<file path="src/rtl/sc_io_bcd_display.sv">
// Two-channel binary-to-BCD seven-segment display driver for the data-memory I/O ports.
// Channels are converted one at a time by a shared double-dabble engine.
module sc_io_bcd_display #(
  parameter int unsigned SAT_MAX    = 999,
  parameter bit          BLANK_LEAD = 1'b1
) (
  input  logic        clock,
  input  logic        reset,
  input  logic [31:0] out_port0,
  input  logic [31:0] out_port1,
  output logic [6:0]  hex0,
  output logic [6:0]  hex1,
  output logic [6:0]  hex2,
  output logic [6:0]  hex3,
  output logic [6:0]  hex4,
  output logic [6:0]  hex5,
  output logic        busy
);

  localparam logic [31:0] SAT_W   = SAT_MAX;
  localparam logic [9:0]  SAT_BIN = SAT_W[9:0];

  typedef enum logic [1:0] {IDLE, SHIFT, DONE} state_t;

  state_t      state, state_next;
  logic [31:0] snap0, snap1;
  logic        pend0, pend1;
  logic [3:0]  cnt;
  logic [9:0]  bin;
  logic [11:0] bcd;
  logic        sel;
  logic        last;
  logic [3:0]  dig [6];

  logic        load;
  logic        pick;
  logic        chg0, chg1;
  logic [31:0] load_src;
  logic [11:0] bcd_adj;
  logic [21:0] shifted;

  assign chg0 = (out_port0 != snap0);
  assign chg1 = (out_port1 != snap1);

  always_comb begin
    state_next = state;
    load       = 1'b0;
    pick       = 1'b0;
    case (state)
      IDLE: begin
        if (pend0 || pend1) begin
          load       = 1'b1;
          pick       = (pend0 && pend1) ? ~last : pend1;
          state_next = SHIFT;
        end
      end
      SHIFT: begin
        if (cnt == 4'd9) state_next = DONE;
      end
      DONE: begin
        state_next = IDLE;
      end
      default: state_next = IDLE;
    endcase
  end

  assign load_src = pick ? snap1 : snap0;

  // Add-3 correction on each nibble precedes the shift, as in classic double dabble.
  always_comb begin
    bcd_adj = bcd;
    for (int unsigned i = 0; i < 3; i++) begin
      if (bcd[i*4 +: 4] >= 4'd5) bcd_adj[i*4 +: 4] = bcd[i*4 +: 4] + 4'd3;
    end
    shifted = {bcd_adj, bin} << 1;
  end

  always_ff @(posedge clock) begin
    if (reset) state <= IDLE;
    else       state <= state_next;
  end

  always_ff @(posedge clock) begin
    if (reset) begin
      snap0 <= '0;
      snap1 <= '0;
      pend0 <= 1'b0;
      pend1 <= 1'b0;
      cnt   <= '0;
      bin   <= '0;
      bcd   <= '0;
      sel   <= 1'b0;
      last  <= 1'b1;
      for (int unsigned i = 0; i < 6; i++) dig[i] <= '0;
    end else begin
      // A capture on the same edge as the load keeps pend set; the load used the old snap.
      if (chg0) begin
        snap0 <= out_port0;
        pend0 <= 1'b1;
      end else if (load && !pick) begin
        pend0 <= 1'b0;
      end
      if (chg1) begin
        snap1 <= out_port1;
        pend1 <= 1'b1;
      end else if (load && pick) begin
        pend1 <= 1'b0;
      end

      case (state)
        IDLE: begin
          if (load) begin
            sel <= pick;
            bin <= (load_src > SAT_W) ? SAT_BIN : load_src[9:0];
            bcd <= '0;
            cnt <= '0;
          end
        end
        SHIFT: begin
          bcd <= shifted[21:10];
          bin <= shifted[9:0];
          cnt <= cnt + 4'd1;
        end
        DONE: begin
          if (sel) begin
            dig[3] <= bcd[3:0];
            dig[4] <= bcd[7:4];
            dig[5] <= bcd[11:8];
          end else begin
            dig[0] <= bcd[3:0];
            dig[1] <= bcd[7:4];
            dig[2] <= bcd[11:8];
          end
          last <= sel;
        end
        default: ;
      endcase
    end
  end

  function automatic logic [6:0] seg(input logic [3:0] d, input logic blank);
    logic [6:0] s;
    case (d)
      4'd0:    s = 7'b1000000;
      4'd1:    s = 7'b1111001;
      4'd2:    s = 7'b0100100;
      4'd3:    s = 7'b0110000;
      4'd4:    s = 7'b0011001;
      4'd5:    s = 7'b0010010;
      4'd6:    s = 7'b0000010;
      4'd7:    s = 7'b1111000;
      4'd8:    s = 7'b0000000;
      4'd9:    s = 7'b0010000;
      default: s = 7'b1111111;
    endcase
    return blank ? 7'b1111111 : s;
  endfunction

  logic blank_h0, blank_t0, blank_h1, blank_t1;

  always_comb begin
    blank_h0 = BLANK_LEAD && (dig[2] == 4'd0);
    blank_t0 = blank_h0 && (dig[1] == 4'd0);
    blank_h1 = BLANK_LEAD && (dig[5] == 4'd0);
    blank_t1 = blank_h1 && (dig[4] == 4'd0);
  end

  assign hex0 = seg(dig[0], 1'b0);
  assign hex1 = seg(dig[1], blank_t0);
  assign hex2 = seg(dig[2], blank_h0);
  assign hex3 = seg(dig[3], 1'b0);
  assign hex4 = seg(dig[4], blank_t1);
  assign hex5 = seg(dig[5], blank_h1);
  assign busy = (state != IDLE);

endmodule

</file>
<file path="config.mk">
export PLATFORM = sky130hd
export DESIGN_NAME = sc_io_bcd_display
export DESIGN_NICKNAME = d
export VERILOG_FILES = /design/src/rtl/sc_io_bcd_display.sv
export SDC_FILE = /design/constraint.sdc
export NUM_CORES = 1
export LEC_CHECK = 0
export CORE_ASPECT_RATIO = 0.5
export CORE_MARGIN = 4
export CORE_UTILIZATION = 51
export CTS_CLUSTER_DIAMETER = 40
export DETAILED_ROUTE_END_ITERATION = 10
export PLACE_DENSITY = 0.77
export SLEW_MARGIN = 20
export SYNTH_ARGS = -nofsm -noshare
export SYNTH_HDL_FRONTEND = slang
export SYNTH_SLANG_ARGS = --single-unit
</file>
<file path="constraint.sdc">
create_clock -name clock -period 2.3 [get_ports clock]
set_input_delay 0.345 -clock clock [delete_from_list [all_inputs] [get_ports clock]]
set_output_delay 0.345 -clock clock [all_outputs]
set_load 0.01 [all_outputs]
</file>
==> reports/metrics.yaml <==
comb_power_share_pct: 12.5
drtAntennaViolNets: 0
synth_edf_count: 24
wl_mm: 14.3
gp_congestion: 0.865
vdd_ir_drop_max_uv: 563
stdcell_area_mm2: 0.00828
dieWidth_um: 165
cp_max_fo: 3
end_kind: "output port"
finalNonFillerCells: 986
run_status: "finished, final reports clean"
synthesis.area_mm2: 0.00625
cts_tree: "yes"
drive_gt1_share_pct: 14.0
internal-power_w: 0.00434
die-area_mm2: 0.0142
clk-insertion-delay-late_ns: 0.41
start_kind: "register"
maxSlewViolCount: 0
ys_ff_latch: 120
grt_pass1_wl_mm: 23.6
synth_fp_nets: 786
fillers: 914
synth-async-reset-ratio_pct: 0
yosysUniqueCellTypes: 48
place_inst: 941
synthDominantCellAreaShare_pct: 30.7
synth-main-ff-cell: "dfxtp_1"
synth.avg_cell_area_um2: 9.17
yosysTopAreaCell: "dfxtp_1"
worstPathArrival_ns: 1.95
p_leak_nw: 3.30
switching_share_pct: 24.2
synth_cells: 682
hpwl_mm: 10.1
power_density_mw_per_mm2: 691
fin_nets: 912
via_count: 5141
first_iter_violations: 342
tns_ns: 0
drc: 0
via_per_inst: 5.21
final-seq-area_mm2: 0.00264
finalSetupViolCount: 0
period_needed_ns: 2.29
cts_buffers: 17
ys_warn_count: 0
diodes: 0
cp.required_ns: 1.96
root_buffer: "clkbuf_16"
core_area_mm2: 0.0119
clock_sink_count: 120
rsz0062_at_grt: "yes"
max_cap_violations: 0
wire_per_inst_um: 14.6
crit_type: "register to output port"
grt_overflow: 0
h-tree-depth: 4
fin_crit_sh_pct: 99.7
p_seq_share_pct: 40.7
max_freq_mhz: 436
placed_cell_area_mm2: 0.00754
cts.clk_slew.worst_paths_ns: 0.05
num_rows: 28
grt_max_degree: 85
worst_pin_slew_ns: 0.742
ios: 109
finalHoldViolations: 0
grt_usage_pct: 20.5
slew_headroom_pct: 50.5
hp-class: "input port to register"
io_buffers: 108
final_common_cell: "dfxtp_1"
die_h_um: 86.3
seq_area_frac_synth_pct: 42.2
first_global_vias: 4971
skew_ns: 0.0125
yosys-top-cells-area: "dfxtp_1 (31%), edfxtp_1 (12%), xnor2_1 (9.4%), ha_1 (7.6%), nor2b_1 (6.5%)"
p_sw_w: 0.00138
final_cell_mix: "dfxtp_1 (96), nor2_1 (72), xnor2_1 (67), clkdlybuf4s50_1 (67), nor2b_1 (64)"
initial_core_util_pct: 52.5
antenna_found_initial: 0
multiInputGateArea_mm2: 0.00345
clkPwrFrac_pct: 46.8
firstDrtPassIters: 5
area_delta_synth_final_pct: 32.4
clock_path_buffers: 2
-- worst paths after layout --
check	startpoint	endpoint	slack, ns	depth (start not counted)
max	dig[2][1]	hex1[4]	0.008	7
min	reset	bcd[5]	0.31	2
max reg2reg	state[1]	bin[1]	0.39	5
min reg2reg	bin[0]	bin[0]	0.47	2
-- routing by layer --
metal	GRT usage, %	share of wire (%)	up-vias
li1	-	-	2600
met2	33.7	47	158
met3	4.56	4.9	9
met4	5.66	0.51	0
met5	0	0	-
met1	27.4	48	2374
-- logic make-up (layout without fill, tap and decap cells) --
kind of cell	Yosys count	after routing	synth area share [%]
xor+xnor	69	69	9.66
fa+ha+maj	38	38	7.60
buf+inv	60	199	3.90
flops	120	120	42.2
mux	16	16	2.70
simple gates	260	260	21.9
compound gates	119	119	12.0
-- sequential cells by signal, summed over array words and instances (netlist names), 2 cells and up --
signal  cells
bcd        12
bin        10
cnt         4
dig        24
snap0      32
snap1      32
state       2
-- power by group through the flow --
| stage | combinational (W) | sequential [W] | clock (W) |
|---|---|---|---|
| finish | 0.000716 | 0.00233 | 0.00268 |
| detailed placement | 0.000716 | 0.00237 | 0 |
| global route | 0.000788 | 0.00234 | 0.00284 |
| CTS | 0.000711 | 0.00233 | 0.00271 |
| floorplan | 0.000404 | 0.00234 | 0 |
| global placement | 0.000706 | 0.00237 | 0 |
-- cell type report --
cell class / count / share of cell area, %
clock buffer: 21 / 6.21
timing repair buffer: 138 / 15.1
sequential: 120 / 31.9
tap: 165 / 2.49
clock inverter: 11 / 1.30
multi-input combinational: 502 / 41.7
inverter: 29 / 1.31
-- stage by stage --
| step | worst slack [ns] | total power [W] | hold WS (ns) | util, % |
|---|---|---|---|---|
| global placement | 0.0292 | 0.00307 | 0.447 | 63.3 |
| CTS | -0.00996 | 0.00575 | 0.295 | 69.1 |
| floorplan | 0.464 | 0.00274 | 0.437 | - |
| detailed placement | 0.0154 | 0.00309 | 0.464 | 63.3 |
| finish | 0.00758 | 0.00572 | 0.310 | 69.5 |
| global route | -0.139 | 0.00597 | 0.305 | 69.5 |
-- critical path, stage by stage, from the launching register on --
cell	delay [ns]
edfxtp_1	0.38
inv_1	0.09
ha_1	0.17
nor4b_4	0.21
a21oi_2	0.11
a221oi_2	0.25
a21o_1	0.11
clkdlybuf4s15_1	0.22
-- cell usage after synthesis, types with 5 or more instances --
cell type  number
nor4_1         19
dfxtp_1        96
ha_1           38
xnor2_1        67
o31ai_1         5
and2_1         12
nand2_1        25
nand4_1        23
inv_1          29
nor3_1         19
nor2_1         74
mux2i_1        12
a22oi_1         9
nor2b_1        65
a21oi_2         7
a31oi_1         9
nand2b_1       11
a21oi_1        35
clkbuf_1       27
o21ai_0        32
edfxtp_1       24
-- repair_timing --
item                                    CTS  global route
setup buffers                             7             6
hold buffers                              0             0
endpoints found under the setup margin   39            30
gates resized for setup                  49            49
pin swaps                                 2             3
(Power assumes the default switching activity.)
